File: src/rtl/inst_byte_fifo.sv
// inst_byte_fifo: assembles 11-byte host stream into 82-bit words queued in a FWFT FIFO.
// Optional padding check on byte 10 enabled by INST_BYTE_FIFO_PAD_CHECK_EN.
module inst_byte_fifo #(
  parameter int DEPTH  = 8,
  parameter int ADDR_W = $clog2(DEPTH)
) (
  input  logic              clk,
  input  logic              n_rst,
  input  logic [7:0]        byte_in,
  input  logic              byte_valid,
  output logic              byte_ready,
  input  logic              read_en,
  output logic [81:0]       fifo_data,
  output logic              fifo_empty,
  output logic              fifo_full,
  output logic [ADDR_W:0]   word_count,
  output logic              pad_err
);
  logic [79:0]       asm_q;
  logic [3:0]        byte_cnt;
  logic [81:0]       mem [DEPTH];
  logic [ADDR_W-1:0] wr_ptr, rd_ptr;
  logic              accept, last, pad_bad, push, pop;
  assign fifo_empty = word_count == '0;
  assign fifo_full  = word_count == (ADDR_W+1)'(DEPTH);
  assign byte_ready = (byte_cnt != 4'd10) || !fifo_full;
  assign accept     = byte_valid && byte_ready;
  assign last       = accept && byte_cnt == 4'd10;
`ifdef INST_BYTE_FIFO_PAD_CHECK_EN
  assign pad_bad    = |byte_in[7:2];
`else
  assign pad_bad    = 1'b0;
`endif
  assign push       = last && !pad_bad;
  assign pop        = read_en && !fifo_empty;
  assign fifo_data  = fifo_empty ? '0 : mem[rd_ptr];
  always_ff @(posedge clk) begin
    if (!n_rst) begin
      byte_cnt   <= '0;
      wr_ptr     <= '0;
      rd_ptr     <= '0;
      word_count <= '0;
    end else begin
      if (accept) byte_cnt <= last ? 4'd0 : byte_cnt + 4'd1;
      if (push) wr_ptr <= wr_ptr + 1'b1;
      if (pop) rd_ptr <= rd_ptr + 1'b1;
      word_count <= word_count + (ADDR_W+1)'(push) - (ADDR_W+1)'(pop);
    end
  end
  // after ten shifts byte 0 sits in [7:0]; no reset needed since byte_cnt gates use
  always_ff @(posedge clk) begin
    if (accept && !last) asm_q <= {byte_in, asm_q[79:8]};
    if (push) mem[wr_ptr] <= {byte_in[1:0], asm_q};
  end
`ifdef INST_BYTE_FIFO_PAD_CHECK_EN
  always_ff @(posedge clk) begin
    if (!n_rst) pad_err <= 1'b0;
    else if (last && pad_bad) pad_err <= 1'b1;
  end
`else
  assign pad_err = 1'b0;
`endif
endmodule

File: config.mk
export PLATFORM = sky130hd
export DESIGN_NAME = inst_byte_fifo
export DESIGN_NICKNAME = d
export VERILOG_FILES = /design/src/rtl/inst_byte_fifo.sv
export SDC_FILE = /design/constraint.sdc
export NUM_CORES = 1
export LEC_CHECK = 0
export ABC_CLOCK_PERIOD_IN_PS = 9900
export CAP_MARGIN = 20
export CORE_MARGIN = 2
export CORE_UTILIZATION = 35
export CTS_CLUSTER_SIZE = 20
export DETAILED_ROUTE_END_ITERATION = 10
export GPL_TIMING_DRIVEN = 0
export HOLD_SLACK_MARGIN = 0.05
export SLEW_MARGIN = 20
export SYNTH_ARGS = -nofsm -noshare
export SYNTH_HDL_FRONTEND = slang
export SYNTH_SLANG_ARGS = --single-unit
File: constraint.sdc
create_clock -name clk -period 9.9 [get_ports clk]
set_clock_uncertainty 0.2 [all_clocks]
set_input_delay 0.99 -clock clk [delete_from_list [all_inputs] [get_ports clk]]
set_output_delay 0.99 -clock clk [all_outputs]
set_load 0.05 [all_outputs]
# Word-level counts from Yosys, hierarchy flattened
# Memory sizes are Yosys's and may differ from the RTL's. A register that Yosys moved wholly into a read port is not among the register bits.
# Index checks and enable logic that the tools add are counted.
[classes] n_eq_ne=3 mux=6 n_reduce_logical=9 add_sub_neg=5
[op_table] op="$mux W82" count=1
[op_table] op="$eq A4 B4 Y1 const B" count=2
[op_table] op="$add A3 B1 Y3 const B" count=2
[op_table] op="$mux W3" count=2
[op_table] op="$add A4 B1 Y4" count=1
[op_table] op="$add A4 B1 Y4 const B" count=1
[op_table] op="$logic_and A1 B1 Y1" count=4
[op_table] op="$logic_not A4 Y1" count=1
[op_table] op="$mux W4" count=1
[op_table] op="$ne A4 B4 Y1 const B" count=1
[op_table] op="$sub A4 B1 Y4" count=1
[op_table] op="$logic_not A1 Y1" count=3
[op_table] op="$mux W1" count=2
[op_table] op="$logic_or A1 B1 Y1" count=1
[word_totals] mem_bits_rw=656 regBits=94 wordCells=29 inputBits=12 n_memories=1 output_inout_bits=90
[memory_table] name="mem" depth=8 width=82 read_ports=1 rd_clocked_by_memory_dff=1 wr=1 line_no="21" rtl="logic [81:0] mem [DEPTH];"

# Longest topological paths before layout
[depth] ltp_word=7 ltp_mapped=11 ltp_nobuf=11

# Worst setup path before layout
# OpenSTA, ideal clock, no wires.
[synth_timing] path_kind="flip-flop to flip-flop" from="reg word_count[2]" to="mem mem[0][0] (enable)" setup_ps=623 path_slack_ps=1578 arrival_time_ps=7499 t_required_ps=9077 path_stages_with_launch=7 path_buffers=0 period_less_slack_ps=8322 path_cell_list="dfxtp_1 -> inv_1 -> ha_1 -> or3b_1 -> inv_1 -> or3_1 -> nor3_1"
[synth_via] elab_chain_cells=7
[synth_rtl] element="start: declaration" line_no="16" rtl="output logic [ADDR_W:0] word_count,"
[synth_rtl] element="start signal: assignment" line_no="47" rtl="word_count <= word_count + (ADDR_W+1)'(push) - (ADDR_W+1)'(pop);"
[synth_rtl] element="$eq A4 B4 Y1" line_no="25" rtl="assign fifo_full = word_count == (ADDR_W+1)'(DEPTH);"
[synth_rtl] element="net fifo_full" line_no="15" rtl="output logic fifo_full,"
[synth_rtl] element="$logic_not A1 Y1" line_no="26" rtl="assign byte_ready = (byte_cnt != 4'd10) || !fifo_full;"
[synth_rtl] element="$logic_or A1 B1 Y1" line_no="26"
[synth_rtl] element="$logic_and A1 B1 Y1" line_no="27" rtl="assign accept = byte_valid && byte_ready;"
[synth_rtl] element="$logic_and A1 B1 Y1" line_no="28" rtl="assign last = accept && byte_cnt == 4'd10;"
[synth_rtl] element="$mux W1" line_no="53" rtl="if (push) mem[wr_ptr] <= {byte_in[1:0], asm_q};"
[synth_rtl] element="$mux W1 (implied by the code)" line_no="53"
[synth_rtl] element="end: declaration" line_no="21"
# The timed path passes the listed nets, and every way through them passes these cells.

# Final worst setup path
[layout_timing] from="reg word_count[2]" to="out fifo_data[45]"
[layout_via] elab_chain_cells=2
[layout_rtl] element="$logic_not A4 Y1" line_no="24" rtl="assign fifo_empty = word_count == '0;"
[layout_rtl] element="$mux W82" line_no="36" rtl="assign fifo_data = fifo_empty ? '0 : mem[rd_ptr];"
[layout_rtl] element="end: declaration" line_no="13" rtl="output logic [81:0] fifo_data,"
# No other way between the ends.

==> results by stage <==
Logic synthesis:
- In this run the mean area of a mapped cell was between 20 and 25 um^2.
- In the post-synthesis netlist, the biggest area contributors are sky130_fd_sc_hd__edfxtp_1 79%, sky130_fd_sc_hd__mux4_2 12%, sky130_fd_sc_hd__a22o_1 2.6%.
- For this run, the leading register cell type out of synthesis is sky130_fd_sc_hd__edfxtp_1.
- The cell count after synthesis came out at between 1,000 and 1,500.
- When the netlist entered floorplanning its net count stood at 1,164.
- Yosys printed 0 warnings.
- Counting flops with a built-in enable in the synthesized netlist gives between 700 and 800.
- The cell type with the largest total area after synthesis is sky130_fd_sc_hd__edfxtp_1.
- The combined area of all synthesized cells is around 0.028 mm^2.
- Counting flops with an async set or reset pin after synthesis yields a share of 0.
- The count of distinct cell types in the synthesized netlist is just over 40.
- The total of flip-flops plus latches after synthesis is between 700 and 800.
- Of the synthesized area, sequential elements account for 0.803.
- The proportion of netlist area held by the largest area contributor is 0.791.

Global routing:
- The final global-route overflow total is 0.
- The pin count of the biggest net entering global routing is 37.
- The via count of the first global-routing pass is 13,300.
- The total routing usage reported by global routing is 0.146.
- The number of antenna violations at the first check in global routing is 0.
- The first global-routing pass estimated 88,100 um of wire.

Routing:
- Across all layers, the routed design uses 12,600 vias.
- The number of remaining DRC errors is 0.
- The first-pass iteration count of the detailed router is 6.
- The number of nets with antenna violations after detailed routing is 0.
- The starting DRC count in detailed routing is 1,160.
- The post-detailed-route via-to-cell ratio is approximately 5.
- The total routed wirelength is between 50,000 and 60,000 um.
- The detail-routed net length per standard cell is between 20 and 25 um.

Worst setup path:
- The critical path crosses 9 cells after its start point.
- In this run the critical register-to-register path is launched from word_count[2]$_SDFF_PN0_.
- Following the worst setup path forward leads to its endpoint at fifo_data[45].
- The largest stage delay on the critical path is 0.85 ns.
- The capturing element type of the critical path is an output pin.
- The critical path's top delay family is buffers and inverters.
- The worst-path maximum fanout is 10.
- STA puts the critical path data required time at ~8.7 ns.
- Among all stages on the critical path, the largest delay is contributed by sky130_fd_sc_hd__clkdlybuf4s50_1.
- The critical path starts at word_count[2]$_SDFF_PN0_.
- The number of buffers and inverters on the critical path is 5.
- The type of the worst setup path is reg -> out.
- The logic depth of the worst register-to-register path is 12.
- Walking the worst path, the cells encountered are inv_1 -> ha_1 -> or3b_4 -> inv_2 -> nor2_2 -> buf_8 -> buf_2 -> a22o_1 -> clkdlybuf4s50_1.
- The worst register-to-register path has a setup slack of 6.24 ns.
- The launching element type of the critical path is a flip-flop.
- The data arrival time at the worst-slack endpoint is 3.54 ns.
- In this run the critical register-to-register path is captured at mem[6][59]$_DFFE_PP_.

Clock network:
- The buffer cell driving the clock tree root is sky130_fd_sc_hd__clkbuf_16.
- The clock passes through at most 3 buffers.
- The count of hold buffers inserted by post-cts repair is 0.
- The clock latency on the worst-skew pair is roughly 0.61 ns.
- TritonCTS built the clock tree.
- The clock slew seen by the registers of the worst setup and hold paths is ~0.060 ns.
- Counting every sink on the clock net gives between 700 and 800.
- The buffers inserted during post-CTS setup optimization is 0.
- The H-tree generated during clock tree synthesis spans 3 levels.
- The number of gates given a new drive strength after cts is 0.
- Clock tree synthesis inserted a total of slightly below 80 buffers.

STA:
- After layout, the minimum clock period comes to about 4.7 ns.
- In the finished design, the share of the clock period the worst path needs comes to 0.478.
- The slew of the pin with the lowest slew margin is approximately 0.8 ns.
- The total count of hold-check failures in the final report came to 0.
- The post-layout worst setup margin is just over 5 ns.
- The setup-violating endpoint count in the final report is 0.
- On the final layout, the worst hold slack is about 0.3 ns.
- Setup repair after global routing left no endpoint under its margin.
- The timing-limited maximum frequency is roughly 0.21 GHz.
- Headroom to the max-slew limit came out at 0.468.
- The final number of max-transition violations was 0.

Floorplan:
- The top-level I/O count is between 100 and 150.
- The area of the core region is a little under 0.08 mm^2.
- The die outline height is between 200 and 300 um.
- The area enclosed by the die boundary is roughly 0.082 mm^2.
- For this configuration, the core starts out at a cell density of 0.354.
- After floorplanning, the core was divided into slightly above 100 placement rows.
- Measured along the x axis, the die boundary spans ~290 um.

Power and ir drop:
- The overall power is approximately 0.0087 W.
- The total power per unit cell area is around 260 mW/mm^2.
- IR analysis of the VDD net gives a maximum drop of 0.000185 V.
- The static leakage is roughly 11 nW.

Placement:
- In this run, placement finished with an instance count of 2,350.
- Buffers placed on the I/O ports in this run total 99.
- Before CTS, the worst setup slack after placement is ~5.8 ns.
- The HPWL after detailed placement is 37,800 um.
- The weighted congestion reported at the end of routability-driven placement is 0.708.
- After detailed placement, the total cell area comes to 0.0314 mm^2.

Min path:
- The path class of the tightest hold or removal check is reg -> reg.

Run:
- The tool flagged a number of max-cap violations equal to 0.

Cells and area:
- From synthesis to final layout, the design area changed by 20.8%.
- 0 antenna diodes ended up in the layout.
- The final non-filler cell total is 2,486.
- In the final layout, the share of cells above drive strength 1 is 0.251.
- The final instance area is 0.0338 mm^2.
- Leaving out fill and tap cells, the most frequent cells in the layout are 736 x sky130_fd_sc_hd__edfxtp_1, 151 x sky130_fd_sc_hd__mux4_2, 99 x sky130_fd_sc_hd__clkdlybuf4s50_1, 82 x sky130_fd_sc_hd__a22o_1, 81 x sky130_fd_sc_hd__clkbuf_16.
- The most common cell after layout, fill and taps aside is sky130_fd_sc_hd__edfxtp_1.
- In the final design database the tool counted between 1,000 and 1,500 nets.

Status:
- The flow ran to the end, and the final reports show no timing, DRC or antenna violations.
synth_stat cells, types with 2 or more instances:
cell                         n
sky130_fd_sc_hd__mux4_1     13
sky130_fd_sc_hd__nor2_1     10
sky130_fd_sc_hd__buf_6      11
sky130_fd_sc_hd__mux4_2    151
sky130_fd_sc_hd__xnor2_1     2
sky130_fd_sc_hd__nand3_1     3
sky130_fd_sc_hd__mux2i_1     2
sky130_fd_sc_hd__a21oi_1     9
sky130_fd_sc_hd__a22o_1     82
sky130_fd_sc_hd__nand4_1     3
sky130_fd_sc_hd__buf_2      11
sky130_fd_sc_hd__inv_1       9
sky130_fd_sc_hd__buf_4       7
sky130_fd_sc_hd__ha_1       10
sky130_fd_sc_hd__o21ai_0     5
sky130_fd_sc_hd__nand2b_1    4
sky130_fd_sc_hd__nor3_1      2
sky130_fd_sc_hd__edfxtp_1  736
sky130_fd_sc_hd__buf_12      9
sky130_fd_sc_hd__buf_1      10
sky130_fd_sc_hd__dfxtp_1    17
sky130_fd_sc_hd__clkbuf_1    6
sky130_fd_sc_hd__or3_1       3
sky130_fd_sc_hd__and2_1      4
sky130_fd_sc_hd__nand2_1     6
worst register-to-register path, stage by stage, from the launching register on:
cell and delay (ns):
sky130_fd_sc_hd__dfxtp_1 0.35, sky130_fd_sc_hd__inv_1 0.08, sky130_fd_sc_hd__ha_1 0.19, sky130_fd_sc_hd__or3b_1 0.23, sky130_fd_sc_hd__inv_1 0.14, sky130_fd_sc_hd__or3_1 0.54, sky130_fd_sc_hd__nor2_4 0.48, sky130_fd_sc_hd__buf_16 0.23
sky130_fd_sc_hd__buf_16 0.17, sky130_fd_sc_hd__buf_8 0.18, sky130_fd_sc_hd__buf_16 0.18, sky130_fd_sc_hd__buf_12 0.21, sky130_fd_sc_hd__buf_16 0.18
worst min path at each step:
stage                                start                     end  slack (ns)  cells past startpoint
CTS                 rd_ptr[2]$_SDFFE_PN0P_  rd_ptr[2]$_SDFFE_PN0P_        0.30                      2
global route        rd_ptr[2]$_SDFFE_PN0P_  rd_ptr[2]$_SDFFE_PN0P_        0.31                      2
finish              rd_ptr[2]$_SDFFE_PN0P_  rd_ptr[2]$_SDFFE_PN0P_        0.29                      2
detailed placement  rd_ptr[2]$_SDFFE_PN0P_               flip-flop        0.29                      2
global placement    rd_ptr[2]$_SDFFE_PN0P_  rd_ptr[2]$_SDFFE_PN0P_        0.27                      2
floorplan           rd_ptr[2]$_SDFFE_PN0P_               flip-flop        0.25                      2
logic make-up after synthesis:
| group | after synthesis | synth area share |
|---|---|---|
| mux | 166 | 0.135 |
| flops | 753 | 0.803 |
| xor+xnor | 2 | 0.000627 |
| other cells | 1 | 0.000134 |
| compound gates | 100 | 0.0294 |
| buf+inv | 66 | 0.0189 |
| simple gates | 42 | 0.00828 |
| fa+ha+maj | 11 | 0.00519 |
cell type report:
type                       instances  area, um^2
fill                            6665       45200
sequential                       753       22400
multi-input combinational        322        5040
clock buffer                      99        2090
timing repair buffer             159        2050
tap                             1050        1310
buffer                            55         487
clock inverter                    37         288
inverter                          11        41.3
power by group:
part / switching [W] / total [W] / internal [W]
registers: 0.0000511 / 0.00358 / 0.00353
logic: 0.00146 / 0.00236 / 0.000895
clock network: 0.00114 / 0.00276 / 0.00162
total: 0.00266 / 0.00870 / 0.00604
metal layers:
layer / part of all wire / global-route usage / wire length (um)
met5: 0 / 0 / 0
met4: 0.017 / 0.0351 / 979
met3: 0.044 / 0.0263 / 2610
met2: 0.51 / 0.246 / 30200
met1: 0.43 / 0.198 / 25400
registers in the layout, indices dropped and copies added, names as in the netlist, named ones only:
name,count
word_count,4
mem,656
rd_ptr,3
wr_ptr,3
asm_q,80
byte_cnt,4
metrics by stage:
stage,util,TNS (ns)
2_1_floorplan,-,0
3_3_place_gp,0.383,-687.15
3_5_place_dp,0.397,0
4_1_cts,0.427,0
5_1_grt,0.427,0
6_report,0.427,0
Note: power is estimated with default switching activity, not from simulation.
